[src/rtl/alu_word_sequencer_if.sv]
// Request/result and ALU-slice bundle for alu_word_sequencer.
// ALU_SEQ_ABORT_EN adds the abort request line.
interface alu_word_sequencer_if #(
    parameter int unsigned WORDS = 4
);
    logic                   start;
    logic [1:0]             op;
    logic                   cin;
    logic [16*WORDS-1:0]    a_in;
    logic [16*WORDS-1:0]    b_in;
    logic                   busy;
    logic                   done;
    logic [16*WORDS-1:0]    result;
    logic                   cout;
    logic                   ovf;
    logic                   zero;
`ifdef ALU_SEQ_ABORT_EN
    logic                   abort;
`endif
    logic [15:0]            alu_a;
    logic [15:0]            alu_b;
    logic [1:0]             alu_s;
    logic                   alu_ci;
    logic [15:0]            alu_r;
    logic                   alu_co;
    logic                   alu_v;
    logic                   alu_z;

`ifdef ALU_SEQ_ABORT_EN
    modport master (
        output start, op, cin, a_in, b_in, abort,
        input  busy, done, result, cout, ovf, zero
    );
    modport slave (
        input  start, op, cin, a_in, b_in, abort,
        output busy, done, result, cout, ovf, zero,
        output alu_a, alu_b, alu_s, alu_ci,
        input  alu_r, alu_co, alu_v, alu_z
    );
`else
    modport master (
        output start, op, cin, a_in, b_in,
        input  busy, done, result, cout, ovf, zero
    );
    modport slave (
        input  start, op, cin, a_in, b_in,
        output busy, done, result, cout, ovf, zero,
        output alu_a, alu_b, alu_s, alu_ci,
        input  alu_r, alu_co, alu_v, alu_z
    );
`endif

    modport alu (
        input  alu_a, alu_b, alu_s, alu_ci,
        output alu_r, alu_co, alu_v, alu_z
    );
endinterface

[src/rtl/alu_word_sequencer.sv]
// Drives a 16-bit combinational ALU one slice per cycle, LS slice first, to build a WORDS-wide result.
// Optional feature: ALU_SEQ_ABORT_EN (abort input cancels a RUN without a done pulse).
module alu_word_sequencer #(
    parameter int unsigned WORDS = 4
) (
    input logic                 clk,
    input logic                 rst_n,
    alu_word_sequencer_if.slave bus
);
    localparam int unsigned IDXW = $clog2(WORDS + 1);
    localparam int unsigned SELW = (WORDS > 1) ? $clog2(WORDS) : 1;

    typedef enum logic [1:0] {
        IDLE = 2'd0,
        RUN  = 2'd1,
        DONE = 2'd2
    } state_t;

    state_t                 r_state;
    state_t                 w_state_nxt;
    logic [IDXW-1:0]        r_idx;
    logic [IDXW-1:0]        w_idx_nxt;
    logic [1:0]             r_op;
    logic                   r_cin;
    logic                   r_carry;
    logic                   r_zacc;
    logic [WORDS-1:0][15:0] r_a;
    logic [WORDS-1:0][15:0] r_b;
    logic [WORDS-1:0][15:0] r_acc;
    logic [WORDS-1:0][15:0] r_result;
    logic                   r_cout;
    logic                   r_ovf;
    logic                   r_zero;

    logic                   w_accept;
    logic                   w_last;
    logic                   w_abort;
    logic [SELW-1:0]        w_sel;
    logic [WORDS-1:0][15:0] w_acc_upd;
    logic [15:0]            w_alu_a;
    logic [15:0]            w_alu_b;
    logic [1:0]             w_alu_s;
    logic                   w_alu_ci;

`ifdef ALU_SEQ_ABORT_EN
    assign w_abort = bus.abort;
`else
    assign w_abort = 1'b0;
`endif

    assign w_sel    = r_idx[SELW-1:0];
    assign w_last   = (r_idx == IDXW'(WORDS - 1));
    assign w_accept = bus.start && ((r_state == IDLE) || (r_state == DONE));

    always_ff @(posedge clk or negedge rst_n) begin
        if (!rst_n) begin
            r_state <= IDLE;
            r_idx   <= '0;
        end else begin
            r_state <= w_state_nxt;
            r_idx   <= w_idx_nxt;
        end
    end

    always_comb begin
        w_state_nxt = r_state;
        w_idx_nxt   = r_idx;
        w_alu_a     = '0;
        w_alu_b     = '0;
        w_alu_s     = '0;
        w_alu_ci    = 1'b0;
        case (r_state)
            IDLE: begin
                if (bus.start) begin
                    w_state_nxt = RUN;
                    w_idx_nxt   = '0;
                end
            end
            RUN: begin
                w_alu_a = r_a[w_sel];
                w_alu_b = r_b[w_sel];
                w_alu_s = r_op;
                // Carry chains only for ADD; slice 0 takes the latched cin.
                if (r_op == 2'b00) begin
                    w_alu_ci = (r_idx == '0) ? r_cin : r_carry;
                end
                if (w_abort) begin
                    w_state_nxt = IDLE;
                end else if (w_last) begin
                    w_state_nxt = DONE;
                end else begin
                    w_idx_nxt = r_idx + IDXW'(1);
                end
            end
            DONE: begin
                if (bus.start) begin
                    w_state_nxt = RUN;
                    w_idx_nxt   = '0;
                end else begin
                    w_state_nxt = IDLE;
                end
            end
            default: begin
                w_state_nxt = IDLE;
            end
        endcase
    end

    always_comb begin
        w_acc_upd        = r_acc;
        w_acc_upd[w_sel] = bus.alu_r;
    end

    always_ff @(posedge clk or negedge rst_n) begin
        if (!rst_n) begin
            r_op     <= '0;
            r_cin    <= 1'b0;
            r_a      <= '0;
            r_b      <= '0;
            r_acc    <= '0;
            r_carry  <= 1'b0;
            r_zacc   <= 1'b0;
            r_result <= '0;
            r_cout   <= 1'b0;
            r_ovf    <= 1'b0;
            r_zero   <= 1'b0;
        end else if (w_accept) begin
            r_op   <= bus.op;
            r_cin  <= bus.cin;
            r_a    <= bus.a_in;
            r_b    <= bus.b_in;
            r_zacc <= 1'b1;
        end else if ((r_state == RUN) && !w_abort) begin
            r_acc   <= w_acc_upd;
            r_carry <= bus.alu_co;
            r_zacc  <= r_zacc & bus.alu_z;
            // Final slice results are taken straight from the ALU on the same edge.
            if (w_last) begin
                r_result <= w_acc_upd;
                r_cout   <= (r_op == 2'b00) ? bus.alu_co : 1'b0;
                r_ovf    <= (r_op == 2'b00) ? bus.alu_v : 1'b0;
                r_zero   <= r_zacc & bus.alu_z;
            end
        end
    end

    assign bus.busy   = (r_state == RUN);
    assign bus.done   = (r_state == DONE);
    assign bus.result = r_result;
    assign bus.cout   = r_cout;
    assign bus.ovf    = r_ovf;
    assign bus.zero   = r_zero;
    assign bus.alu_a  = w_alu_a;
    assign bus.alu_b  = w_alu_b;
    assign bus.alu_s  = w_alu_s;
    assign bus.alu_ci = w_alu_ci;

endmodule

[src/flat_wrapper.sv]
// flat-port wrapper written by rule: the top's interface ports become plain ports
module alu_word_sequencer_flat 
#(
    parameter int unsigned WORDS = 4
)
  (clk, rst_n, bus_start, bus_op, bus_cin, bus_a_in, bus_b_in, bus_busy, bus_done, bus_result, bus_cout, bus_ovf, bus_zero, bus_alu_a, bus_alu_b, bus_alu_s, bus_alu_ci, bus_alu_r, bus_alu_co, bus_alu_v, bus_alu_z);
  alu_word_sequencer_if #(.WORDS(WORDS)) bus_i ();
  input logic clk;
  input logic rst_n;
  input wire logic [$bits(bus_i.start)-1:0] bus_start;
  input wire logic [$bits(bus_i.op)-1:0] bus_op;
  input wire logic [$bits(bus_i.cin)-1:0] bus_cin;
  input wire logic [$bits(bus_i.a_in)-1:0] bus_a_in;
  input wire logic [$bits(bus_i.b_in)-1:0] bus_b_in;
  output wire logic [$bits(bus_i.busy)-1:0] bus_busy;
  output wire logic [$bits(bus_i.done)-1:0] bus_done;
  output wire logic [$bits(bus_i.result)-1:0] bus_result;
  output wire logic [$bits(bus_i.cout)-1:0] bus_cout;
  output wire logic [$bits(bus_i.ovf)-1:0] bus_ovf;
  output wire logic [$bits(bus_i.zero)-1:0] bus_zero;
  output wire logic [$bits(bus_i.alu_a)-1:0] bus_alu_a;
  output wire logic [$bits(bus_i.alu_b)-1:0] bus_alu_b;
  output wire logic [$bits(bus_i.alu_s)-1:0] bus_alu_s;
  output wire logic [$bits(bus_i.alu_ci)-1:0] bus_alu_ci;
  input wire logic [$bits(bus_i.alu_r)-1:0] bus_alu_r;
  input wire logic [$bits(bus_i.alu_co)-1:0] bus_alu_co;
  input wire logic [$bits(bus_i.alu_v)-1:0] bus_alu_v;
  input wire logic [$bits(bus_i.alu_z)-1:0] bus_alu_z;
  assign bus_i.start = bus_start;
  assign bus_i.op = bus_op;
  assign bus_i.cin = bus_cin;
  assign bus_i.a_in = bus_a_in;
  assign bus_i.b_in = bus_b_in;
  assign bus_busy = bus_i.busy;
  assign bus_done = bus_i.done;
  assign bus_result = bus_i.result;
  assign bus_cout = bus_i.cout;
  assign bus_ovf = bus_i.ovf;
  assign bus_zero = bus_i.zero;
  assign bus_alu_a = bus_i.alu_a;
  assign bus_alu_b = bus_i.alu_b;
  assign bus_alu_s = bus_i.alu_s;
  assign bus_alu_ci = bus_i.alu_ci;
  assign bus_i.alu_r = bus_alu_r;
  assign bus_i.alu_co = bus_alu_co;
  assign bus_i.alu_v = bus_alu_v;
  assign bus_i.alu_z = bus_alu_z;
  alu_word_sequencer #(.WORDS(WORDS)) u_core (.clk(clk), .rst_n(rst_n), .bus(bus_i));
endmodule
[config.mk]
export PLATFORM = sky130hd
export DESIGN_NAME = alu_word_sequencer_flat
export DESIGN_NICKNAME = d
export VERILOG_FILES = /design/src/rtl/alu_word_sequencer_if.sv /design/src/rtl/alu_word_sequencer.sv /design/src/flat_wrapper.sv
export SDC_FILE = /design/constraint.sdc
export NUM_CORES = 1
export LEC_CHECK = 0
export CAP_MARGIN = 10
export CORE_MARGIN = 3
export CORE_UTILIZATION = 35
export CTS_BUF_LIST = sky130_fd_sc_hd__clkbuf_4
export CTS_CLUSTER_DIAMETER = 100
export DETAILED_ROUTE_END_ITERATION = 6
export REMOVE_ABC_BUFFERS = 1
export SLEW_MARGIN = 30
export SYNTH_ARGS = -nofsm -noshare
export SYNTH_HDL_FRONTEND = slang
export SYNTH_SLANG_ARGS = --single-unit
[constraint.sdc]
create_clock -name clk -period 2.7 [get_ports clk]
set_input_delay 0.81 -clock clk [delete_from_list [all_inputs] [get_ports clk]]
set_output_delay 0.81 -clock clk [all_outputs]
set_load 0.01 [all_outputs]
==> impl.org, run 1 <==
** Drt
- DRC violations left :: 0
- Average routed wire per standard cell :: 16.8 um
- The first detailed-routing pass took 4 iterations.
- Dividing the detail-routed via count by the number of cells gives 4.68.
- After the first detailed-routing iteration, the DRC count stood at 412.
- Via count :: 9,087
- The final layout contains routed wiring with a total length of 32,700 um.
- Antenna-violating nets left :: 0

** Run status
- Status :: finished, violations left
- The checks that failed: setup timing.

** Critical path
- The worst setup path is captured at an output port.
- Crit path cell chain :: buf_12, buf_16, mux2i_2, o22ai_2, buf_2
- For this run, the slowest stage of the critical path takes 0.51 ns.
- Data arrives at the worst endpoint at 1.97 ns.
- By startpoint and endpoint, the worst setup path is classified as reg -> out.
- Highest net fanout along the worst path :: 9
- Worst setup SP type :: flip-flop
- Combined buffer and inverter count along the critical path :: 3
- The largest individual stage delay along the critical path comes from the cell sky130_fd_sc_hd__dfrtp_4.
- Grouping stages by cell kind, the critical path spends the most delay in flip-flops.
- Required time at the endpoint of the critical path :: 1.89 ns

** Clock network
- Clock buffer depth :: 3
- CTS placed an instance of sky130_fd_sc_hd__clkbuf_4 at the clock tree root.
- Counting every sink on the clock net gives 269.
- TritonCTS built the clock tree.
- TritonCTS Buffers :: 74
- Worst skew pair latency :: 0.67 ns
- Number of levels in the clock H-tree :: 3
- CTS hold repair buffers :: 0
- Clock-pin slew of the registers on the worst-case setup and hold paths :: 0.06 ns

** Flow run
- Max-cap violations :: 0

** STA
- Shortest period the worst path allows :: 2.78 ns
- Number of slew-limit violations in the final report :: 0
- Setup violations remaining at the end of the flow were counted as 28.
- Setup repair after global routing could not meet its margin everywhere.
- Final-report hold violation count :: 0
- Least-Margin Pin Slew :: 0.586 ns
- Worst slew slack as a fraction of its limit :: 60.8%
- Fmax :: 360 MHz
- After layout, the worst setup slack is -0.0774 ns.
- Worst clock skew :: 0.0435 ns
- Period Utilization, post-route :: 103%

** GRT
- The initial antenna violation count came to 3.
- For met2 alone, demand over resource in global routing was 28.7%.
- Maximum number of pins on one net before global-route repair :: 62
- Layer with the highest usage :: met2
- Met1 layer usage reported by global route :: 23.5%
- Met3 usage in global routing :: 6.68%
- The first global-routing pass estimated 51,700 um of wire.
- The number of global-route vias before repair came to 9,648.
- Gr usage total :: 18.2%
- For this run the aggregate overflow at the end of global routing stands at 0.

** Synth
- Post-synth design cell area :: 11,700 um^2
- Dominant cells by area after synthesis :: sky130_fd_sc_hd__dfrtp_1 (58%), sky130_fd_sc_hd__nand2_1 (15%), sky130_fd_sc_hd__mux2i_1 (11%)
- The netlist uses 26 different library cells.
- After synthesis, the largest area contributor takes up 57.8% of total cell area.
- Synthesized area per cell :: 10.3 um^2
- Gate count of the mapped netlist :: 1,134
- Area leader, netlist :: sky130_fd_sc_hd__dfrtp_1
- Number of register bits inferred by synthesis :: 269
- Number of synthesis warnings :: 0
- After synthesis, flip-flops and latches occupy 57.8% of the total area.

** Hold path
- Tightest Hold Check Type :: in -> async

** Die
- The die is 188 um tall.
- Die outline area :: 35,500 um^2
- Row Count :: 66
- For this configuration, the core starts out at a cell density of 35.6%.
- Die Wd :: 188 um
- After floorplanning, the core was sized to cover 32,700 um^2.
- 257 I/O pins were placed.

** Power
- In this run the static leakage power is 0.00772 uW.
- Max VDD drop :: 517 uV
- Tot Pwr :: 19,900 uW
- Dividing total power by cell area gives a power density of 1230 nW/um^2.

** Placed design
- IO Port Bufs :: 256
- Prior to clock tree synthesis, the placed netlist has a worst setup slack of 0.0944 ns.
- Summed over all nets, the half-perimeter wirelength after detailed placement is 21,000 um.
- At the end of routability-driven placement, the weighted congestion stood at 0.840.
- Once placement completed, the tool counted placed cells totaling 1,795.

** Layout
- The multi-input combinational cells in the finished layout cover a total of 4800 um^2.
- Core Util, Final :: 49.7%
- Fraction of final layout cells sized beyond drive strength 1 :: 20.9%
- Fill cell instance count of the final layout :: 3,077
- FF/Latch Area :: 6740 um^2
- After the flow finishes, the layout carries non-filler instances totaling 1,940.
- Nets@finish :: 1,600
- Layout overhead on the synthesized area :: 39.4%
==> cells in the mapped netlist <==
cell and instances:
sky130_fd_sc_hd__nand2_1 469, sky130_fd_sc_hd__dfrtp_1 269, sky130_fd_sc_hd__mux2i_1 129, sky130_fd_sc_hd__o21ai_0 70
sky130_fd_sc_hd__mux2_2 64, sky130_fd_sc_hd__buf_2 36, sky130_fd_sc_hd__o22ai_1 32, sky130_fd_sc_hd__clkbuf_1 23
sky130_fd_sc_hd__buf_4 6, sky130_fd_sc_hd__ha_1 5, sky130_fd_sc_hd__inv_1 5, sky130_fd_sc_hd__buf_6 4
sky130_fd_sc_hd__nand2_4 4, sky130_fd_sc_hd__nand3_1 3, sky130_fd_sc_hd__nor2b_1 3, sky130_fd_sc_hd__and2_1 2
sky130_fd_sc_hd__buf_1 1, sky130_fd_sc_hd__clkbuf_4 1, sky130_fd_sc_hd__clkinv_4 1, sky130_fd_sc_hd__nand2b_1 1
sky130_fd_sc_hd__nand2b_2 1, sky130_fd_sc_hd__nand3b_1 1, sky130_fd_sc_hd__nor2_1 1, sky130_fd_sc_hd__nor4_1 1
sky130_fd_sc_hd__o22a_1 1, sky130_fd_sc_hd__or3b_1 1
==> metal layers <==
metal  part of all wire [%]  vias to the layer above  routed length, um
met5                  0.083                        -                 27
met3                    8.9                       57               2900
met2                     45                      308              14700
met4                    2.2                        4                724
met1                     44                     4314              14300
li1                       -                     4404                  -
==> sequential cells by signal, indices dropped and copies added (netlist names) <==
name,count
u_core.r_idx,3
u_core.r_acc,64
u_core.r_op,2
u_core.r_b,64
u_core.bus.result,64
u_core.r_a,64
u_core.bus.zero,1
u_core.r_cin,1
u_core.r_zacc,1
u_core.r_carry,1
u_core.bus.cout,1
u_core.r_state,2
u_core.bus.ovf,1
==> kinds of logic (layout without fill, tap and decap cells) <==
family | Yosys count | after routing | share of synthesized area [%]
AOI/OAI and AO/OA | 103 | 103 | 4.80
muxes | 193 | 193 | 17.3
buffers and inverters | 77 | 439 | 3.39
and+or+nand+nor | 487 | 487 | 16.2
adders and majority gates | 5 | 5 | 0.537
DFF | 269 | 269 | 57.8
other | 0 | 2 | 0
==> layout by cell type, fill, tap and decap left out, types with 15 or more instances in the layout <==
| cell type | instances |
|---|---|
| sky130_fd_sc_hd__buf_12 | 15 |
| sky130_fd_sc_hd__buf_2 | 33 |
| sky130_fd_sc_hd__buf_4 | 20 |
| sky130_fd_sc_hd__clkbuf_4 | 111 |
| sky130_fd_sc_hd__clkdlybuf4s50_1 | 218 |
| sky130_fd_sc_hd__dfrtp_1 | 268 |
| sky130_fd_sc_hd__mux2_2 | 64 |
| sky130_fd_sc_hd__mux2i_1 | 115 |
| sky130_fd_sc_hd__nand2_1 | 467 |
| sky130_fd_sc_hd__o21ai_0 | 70 |
| sky130_fd_sc_hd__o22ai_2 | 19 |
==> stage by stage <==
stage               cell area (um^2)  hold slack, ns  TNS (ns)
finish                         16200          0.0790     -1.17
global route                   16200          0.0451     -5.25
detailed placement             14900           0.461         0
floorplan                      11300           0.445   -681.23
CTS                            16100          0.0369     -2.78
global placement               14900           0.457         0
==> path summary, 6_finish.rpt <==
kind	endpoint	from	slack, ns	cells after the start
min in group clk	u_core.r_b[22]	u_core.r_b[22]	0.47	2
setup reg to reg	u_core.bus.result[52]	u_core.r_idx[1]	0.50	6
hold reg to reg	u_core.r_b[22]	u_core.r_b[22]	0.47	2
max in group asynchronous	u_core.r_acc[13]	rst_n	1.91	2
hold / removal	u_core.r_acc[8]	rst_n	0.08	1
setup / recovery	bus_alu_a[15]	u_core.r_idx[1]	-0.08	5
==> power breakdown <==
part / leakage (uW) / internal (uW) / switching (uW)
Sequential: 0.00327 / 6040 / 1210
Clock: 0.000570 / 2060 / 1700
Combinational: 0.00388 / 4530 / 4380
Total: 0.00772 / 12600 / 7290
==> repair_timing <==
action,4_1_cts,5_1_grt
setup buffers,3,2
pin swaps,8,8
cloned,7,2
setup endpoints to repair,37,36
resized for setup,190,25
==> layout make-up <==
class | instances | share of cell area, %
flip-flops and latches | 269 | 41.5
multi-input cells | 788 | 29.5
repair buffers | 303 | 19.5
clock buffers | 111 | 5.13
well taps | 442 | 3.40
clock inverters | 19 | 0.786
inverters | 6 | 0.185
diodes | 2 | 0.0308
Note: power is estimated with default switching activity, not from simulation.
==> inputs of run 2 (changes only) <==
- PLACE_DENSITY_LB_ADDON: unset -> 0.08
==> run 2 against run 1 <==
Net effect: the run still ends with setup timing left; critical endpoint is now bus_alu_b[2]; clock skew is 0.019 ns lower; setup slack worse by 0.060 ns; routed wire length decreased by 3.4%; highest routed layer unchanged; critical path type unchanged; sequential cell count unchanged; clock-buffer cell count is 2 higher; hold slack improved by 0.014 ns; design area is 0.47% lower; sequential power fell by 1%.
==> impl.org, run 2 (synthesized netlist as in run 1, its figures left out) <==
** Critical path
- Reg-to-reg setup timing slack :: 0.31 ns (-0.19 ns)
- Worst setup SP type :: flip-flop
- The signal on the critical path passes through buf_4, buf_12, mux2i_1, o22ai_2, clkdlybuf4s15_2.
- Endpoint of the worst register-to-register path :: u_core.bus.result[11]
- WS Path Type :: reg -> out
- Combined buffer and inverter count along the critical path :: 3 (unchanged)
- Reg2Reg Launch Point :: u_core.r_idx[1]
- Slowest cell on the critical path :: sky130_fd_sc_hd__dfrtp_4
- Type of destination of the critical path :: output port
- The required time of the worst setup path came to 1.89 ns (about the same).
- The number of cells traversed by the worst register-to-register path came to 8 (+2).
- Highest net fanout along the worst path :: 11 (+2)
- Longest individual stage delay on the worst path :: 0.51 ns (about the same)
- Category of cells accounting for the largest share of critical-path delay :: buffers and inverters
- The arrival time reported for the critical path endpoint is 2.03 ns (+0.06 ns).

** Die
- The core box area came to 32,700 um^2 (unchanged).
- Die Wd :: 188 um (unchanged)
- The I/O pin count was 257 (unchanged).
- The effective utilization at floorplan came to 35.6% (unchanged).
- Die outline area :: 35,500 um^2 (unchanged)
- Y dimension of the die :: 188 um (unchanged)
- The number of placement rows was 66 (unchanged).

** Layout
- Fraction of final layout cells sized beyond drive strength 1 :: 20.3% (-0.58 points)
- The area growth from synthesis to layout is 38.7%.
- The number of filler instances in the final layout was 3,202 (+4.1%).
- The net total in the final layout came to 1,602 (+0.13%).
- Most frequent standard cell in the layout excluding fill and tap cells :: sky130_fd_sc_hd__nand2_1
- Commonest cells after routing, fill and taps aside :: sky130_fd_sc_hd__nand2_1 (468), sky130_fd_sc_hd__dfrtp_1 (268), sky130_fd_sc_hd__clkdlybuf4s50_1 (218)
- FF/Latch Area :: 6740 um^2 (unchanged)
- The area occupied by multi-input gates is 4760 um^2 (-0.81%).

** Flow run
- The number of maximum-capacitance violations was 0 (unchanged).

** Power
- The cell internal power dissipation was 12,500 uW (-0.69%).
- Lkg Pwr :: 0.00769 uW (-0.35%)
- Fraction of power consumed by sequential logic :: 36.5% (about the same)
- Portion of total power attributed to combinational logic :: 44.1% (-0.7 points)
- The part of the power in the clock network came to 19.4% (+0.5 points).
- The switching power of the nets came to 7100 uW (-2.7%).
- The net switching share of the total power was 36.1% (-0.47 points).
- The total chip power came to 19,600 uW (-1.4%).
- The worst vdd rail ir drop is 533 uV (+3.0%).
- Cell Pwr Density :: 1220 nW/um^2 (-0.96%)

** STA
- Setup repair after global routing could not meet its margin everywhere.
- The remaining max-slew budget at the tightest pin was 60.6% (-0.24 points).
- Period Utilization, post-route :: 105% (+2.2 points)
- The final clock skew came to 0.0246 ns (-0.0189 ns).
- The smallest hold slack was 0.0928 ns (+0.0138 ns).
- The final max-slew violation count is 0 (unchanged).
- Setup TNS :: -1.69 ns (-0.517 ns)
- Worst-case setup margin in the final layout :: -0.138 ns (-0.0605 ns)
- Least-Margin Pin Slew :: 0.590 ns (+0.00357 ns)
- The clock period minus worst slack is 2.84 ns (+0.0605 ns).
- The final-report hold violation count came to 0 (unchanged).
- The peak clock frequency supported by timing was 352 MHz (-2.1%).
- Final count of negative-setup-slack endpoints :: 29 (+3.6%)

** Drt
- Wire length reported by the detailed router :: 31,500 um (-3.4%)
- Number of search-and-repair iterations in the first detailed-routing pass :: 6 (+2)
- The post-detailed-route count of antenna-violating nets came to 0 (unchanged).
- The routed length per instance came to 16.2 um (-3.6%).
- The iteration-0 DRC count of the detailed router is 382 (-7.3%).
- The overall via count from detail_route is 9,013 (-0.81%).
- Drt via density :: 4.64 (-1.0%)
- DRC violations left :: 0 (unchanged)

** Clock network
- The number of buffers added by the clock tree synthesis step was 77 (+4.1%).
- Number of levels in the clock H-tree :: 3 (unchanged)
- The clock-pin slew of the registers on the worst-case setup and hold paths is 0.06 ns (about the same).
- CTS Root Buffer Type :: sky130_fd_sc_hd__clkbuf_4
- The number of clock sinks is 269 (unchanged).
- Worst skew pair latency :: 0.65 ns (-0.02 ns)
- Clock buffer depth :: 3 (unchanged)
- TritonCTS built the clock tree.

** Hold path
- The min-delay analysis places its worst path in the category in -> async.

** GRT
- Initial antenna violation count :: 7 (+4)
- The number of global-route vias before repair came to 9,421 (-2.4%).
- Gr usage total :: 17.6% (-0.64 points)
- Global-route wire length before repair :: 50,400 um (-2.4%)
- The sum of overflow across all layers after global routing came to 0 (unchanged).
- Maximum number of pins on one net before global-route repair :: 63 (+1.6%)

** Placed design
- The number of buffers inserted by port buffering was 256 (unchanged).
- HPWL after detailed placement :: 19,800 um (-5.6%)
- Global placer's final weighted congestion :: 0.766 (-8.9%)

** Run status
- The run finished, with violations left.
- The checks that failed: setup timing.
==> run 2: changes by cell type in the layout (fill, tap and decap cells not counted), sizes merged <==
| cell | delta |
|---|---|
| diode | +1 |
| clkinv | +2 |
| buf | -6 |
| clkbuf | +4 |
| clkdlybuf4s15 | +3 |
==> run 2: timing repair <==
| item | CTS | global route |
|---|---|---|
| hold endpoints to repair | 0 | 0 |
| hold buffers | 0 | 0 |
| setup buffers | 3 | 6 |
| gates resized for setup | 171 | 29 |
| endpoints found under the setup margin | 37 | 35 |
| gates cloned | 3 | 5 |
| pin swaps | 0 | 11 |
==> run 2: layout make-up <==
class | count | share of cell area [%]
Sequential cell | 269 | 41.7
Multi-Input combinational cell | 788 | 29.4
Timing Repair Buffer | 302 | 19.1
Clock buffer | 113 | 5.25
Tap cell | 442 | 3.42
Clock inverter | 21 | 0.867
Inverter | 6 | 0.186
Antenna cell | 3 | 0.0464
==> run 2: routing by layer <==
| layer | share of wire (%) | wire (um) | track usage (%) | vias to the layer above |
|---|---|---|---|---|
| li1 | - | - | - | 4404 |
| met1 | 46 | 14400 | 23.9 | 4257 |
| met2 | 44 | 13900 | 26.9 | 296 |
| met3 | 8.4 | 2660 | 5.80 | 48 |
| met4 | 1.6 | 509 | 5.56 | 8 |
| met5 | 0.14 | 44 | 0 | - |
==> run 2: stage by stage <==
stage	util, %	std cells	setup WS [ns]	cell area, um^2
3_3_place_gp	45.3	1792	0.00232	14800
3_5_place_dp	45.3	1792	0.00697	14800
2_1_floorplan	-	1063	-3.47	11300
5_1_grt	49.4	1943	-0.254	16200
4_1_cts	48.7	1932	-0.202	15900
6_report	49.4	1944	-0.138	16200
==> run 2: power by group through the flow <==
stage | clock network (uW) | logic [uW] | registers (uW)
after floorplan | 0 | 4450 | 7280
after global routing | 4200 | 9580 | 7430
after detailed placement | 0 | 8270 | 7160
after CTS | 3970 | 8420 | 7150
final | 3810 | 8660 | 7170
after global placement | 0 | 8130 | 7170
==> run 2: worst max path at each step <==
| stage | start | endpoint | slack (ns) | cells past startpoint |
|---|---|---|---|---|
| 4_1_cts | u_core.r_state[1] | bus_alu_b[8] | -0.20 | 6 |
| 5_1_grt | u_core.r_idx[1] | bus_alu_ci | -0.25 | 6 |
| 2_1_floorplan | u_core.r_idx[1] | u_core.bus.cout | -3.47 | 5 |
| 6_report | u_core.r_idx[1] | bus_alu_b[2] | -0.14 | 5 |
| 3_5_place_dp | u_core.r_state[1] | bus_alu_b[8] | 0.007 | 6 |
| 3_3_place_gp | u_core.r_state[1] | bus_alu_b[8] | 0.002 | 6 |
==> inputs of run 3 (changes only) <==
- clock period: 2.7 -> 3.2 ns (I/O delays scaled with it)
==> run 3 against run 2 <==
Net effect: the run now ends clean; routed wire length shrank 2.3%; sequential share of layout area is 1.2 points higher; via count down 3.1%; total power decreased by 19%.
==> impl.org, run 3 (synthesized netlist as in run 1, its figures left out) <==
** Run status
- Status :: completed

** GRT
- Number of global-route vias before repair :: 9,437 (+0.17%)
- Initial antenna violation count :: 8 (+1)
- The largest net degree at the start of global routing is 85 (+35%).
- Global-route wire length before repair :: 50,400 um (about the same)
- The sum of overflow across all layers after global routing came to 0 (unchanged).
- Gr usage total :: 17.6% (about the same)

** Power
- Lkg Pwr :: 0.00750 uW (-2.5%)
- The switching power of the nets was 5720 uW (-19%).
- Share of power burned in the clock network :: 20.0% (+0.6 points)
- Tot Pwr :: 15,800 uW (-19%)
- Portion of total power attributed to combinational logic :: 42.0% (-2.1 points)
- Fraction of power consumed by sequential logic :: 38.0% (+1.5 points)
- The power density relative to cell area came to 1010 nW/um^2 (-17%).
- Max VDD drop :: 473 uV (-11%)
- Internal :: 10,100 uW (-19%)
- The net switching share of the total power is 36.1% (about the same).

** Flow run
- The number of maximum-capacitance violations is 0 (unchanged).

** Critical path
- The buffers plus inverters on the worst setup path was 3 (unchanged).
- Longest individual stage delay on the worst path :: 0.39 ns (-0.12 ns)
- WP data arrival :: 2.13 ns (+0.10 ns)
- The worst setup path is of the reg -> out kind.
- Reg-to-reg setup timing slack :: 0.88 ns (+0.57 ns)
- In this run the critical register-to-register path is captured at u_core.bus.result[28].
- The required time of the worst setup path is 2.24 ns (+0.35 ns).
- The highest net fanout along the worst path came to 32 (+21).
- STA classifies the critical path startpoint as a flip-flop.
- Category of cells accounting for the largest share of critical-path delay :: buffers and inverters
- Number of gates on the worst path with buffers counted :: 6 (+1)
- Slowest cell on the critical path :: sky130_fd_sc_hd__dfrtp_1
- Depth of the most critical reg-to-reg path :: 7 (-1)
- The critical path goes through nand2b_2, clkinv_4, nand2_1, buf_12, o22ai_1, dlygate4sd2_1.
- Type of destination of the critical path :: output port
- Reg2Reg Launch Point :: u_core.r_idx[1]

** STA
- Fmax :: 324 MHz
- The final-report hold violation count is 0 (unchanged).
- Least-Margin Pin Slew :: 0.792 ns (+0.202 ns)
- The final max-slew violation count came to 0 (unchanged).
- The remaining max-slew budget at the tightest pin came to 47.2% (-13 points).
- The smallest setup slack after layout came to 0.114 ns (+0.252 ns).
- Worst clock skew :: 0.0327 ns (+0.00808 ns)
- The setup-violating endpoint count in the final report is 0 (-100%).
- Unrepaired setup endpoints after global routing :: yes
- The setup TNS after final layout came to 0 ns (+1.69 ns).
- The routed design could run at a clock period as short as 3.09 ns.
- Period Utilization, post-route :: 96.4%

** Clock network
- The number of clock sinks is 269 (unchanged).
- Clock buffer depth :: 3 (unchanged)
- Number of levels in the clock H-tree :: 3 (unchanged)
- The hold buffer count at CTS is 0 (unchanged).
- TritonCTS clock tree :: yes
- The clock latency on the worst-skew pair is 0.66 ns (about the same).
- TritonCTS Buffers :: 77 (unchanged)
- The clock-pin slew of the registers on the worst-case setup and hold paths is 0.06 ns (about the same).
- The root buffer cell chosen for the clock tree is sky130_fd_sc_hd__clkbuf_4.

** Drt
- The average vias per placed instance was 4.53 (-2.3%).
- The routed length per instance was 16.0 um (-1.5%).
- DRC violations left :: 0 (unchanged)
- The overall via count from detail_route was 8,738 (-3.1%).
- DRT iter0 DRCs :: 328 (-14%)
- Antenna-violating nets left :: 0 (unchanged)
- The aggregate routed wire length came to 30,800 um (-2.3%).
- Number of search-and-repair iterations in the first detailed-routing pass :: 4 (-2)

** Layout
- Core Util, Final :: 48.0% (-1.4 points)
- Fraction of final layout cells sized beyond drive strength 1 :: 17.2% (-3.0 points)
- Most frequent standard cell in the layout excluding fill and tap cells :: sky130_fd_sc_hd__nand2_1
- The library cells used most frequently in the layout, excluding fill and tap cells, are sky130_fd_sc_hd__nand2_1 (469), sky130_fd_sc_hd__dfrtp_1 (267), sky130_fd_sc_hd__clkdlybuf4s50_1 (222).
- Layout overhead on the synthesized area :: 34.8%
- The net total in the final layout is 1,587 (-0.94%).

** Placed design
- Pre-CTS setup slack :: 0.265 ns (+0.258 ns)
- The number of buffers inserted by port buffering came to 256 (unchanged).
- The final estimated routing congestion in global placement came to 0.747 (-2.5%).
- The HPWL after detailed placement is 19,600 um (-1.1%).

** Die
- The height of the die was 188 um (unchanged).
- The die width came to 188 um (unchanged).
- The number of placement rows was 66 (unchanged).
- Initial core utilization :: 35.6% (unchanged)
- The I/O pin count is 257 (unchanged).
- The die outline area came to 35,500 um^2 (unchanged).
- Core Region :: 32,700 um^2 (unchanged)

** Hold path
- Tightest Hold Check Type :: in -> async
-- run 3: cell types whose count changed in the layout (fill, tap and decap cells not counted), moves of 7 or more --
cell                              previous run  this run
sky130_fd_sc_hd__clkbuf_2                    0        21
sky130_fd_sc_hd__buf_12                     16         9
sky130_fd_sc_hd__mux2i_2                    10         0
sky130_fd_sc_hd__o22ai_1                    17        31
sky130_fd_sc_hd__mux2i_1                   116       129
sky130_fd_sc_hd__o22ai_2                    13         1
sky130_fd_sc_hd__clkdlybuf4s15_1             2         9
sky130_fd_sc_hd__buf_2                      31         2
-- run 3: metal layers --
layer  wire [um]  track usage (%)  up-vias
li1            -                -     4374
met1       13800             22.5     4070
met2       13400             26.9      236
met3        3080             8.15       48
met4         436             5.21       10
met5          57                0        -
-- run 3: cell type report --
type | instances | area [um^2]
Timing Repair Buffer | 287 | 2840
Antenna cell | 2 | 5.00
Multi-Input combinational cell | 788 | 4570
Sequential cell | 269 | 6740
Tap cell | 442 | 553
Clock buffer | 116 | 871
Inverter | 6 | 27.5
Clock inverter | 19 | 109
Fill cell | 3198 | 17000
-- run 3: worst max-delay path by stage --
stage / slack [ns] / to / start
global route: -0.001 / bus_alu_a[10] / u_core.r_state[1]
CTS: -0.01 / bus_alu_a[6] / u_core.r_idx[1]
floorplan: -2.97 / u_core.bus.cout / u_core.r_idx[1]
detailed placement: 0.27 / bus_alu_a[9] / u_core.r_state[1]
finish: 0.11 / bus_alu_a[1] / u_core.r_state[1]
global placement: 0.31 / bus_alu_a[9] / u_core.r_state[1]
-- run 3: through the flow --
step | area (um^2) | std cells | hold WS [ns]
floorplan | 11300 | 1063 | 0.445
global placement | 14700 | 1790 | 0.456
detailed placement | 14700 | 1790 | 0.461
CTS | 15800 | 1927 | 0.256
global route | 15700 | 1928 | 0.280
finish | 15700 | 1929 | 0.301
-- run 3: power groups by stage --
stage | clock (uW) | sequential, uW | combinational, uW
finish | 3170 | 6020 | 6650
global route | 3520 | 6240 | 7440
CTS | 3330 | 6020 | 6830
detailed placement | 0 | 6040 | 6890
global placement | 0 | 6060 | 6760
floorplan | 0 | 6140 | 3760
-- run 3: timing repair --
action	in CTS	in global routing
setup buffers	1	0
pin swaps	0	1
gates resized for setup	49	57
cloned	1	0
endpoints found under the setup margin	33	33
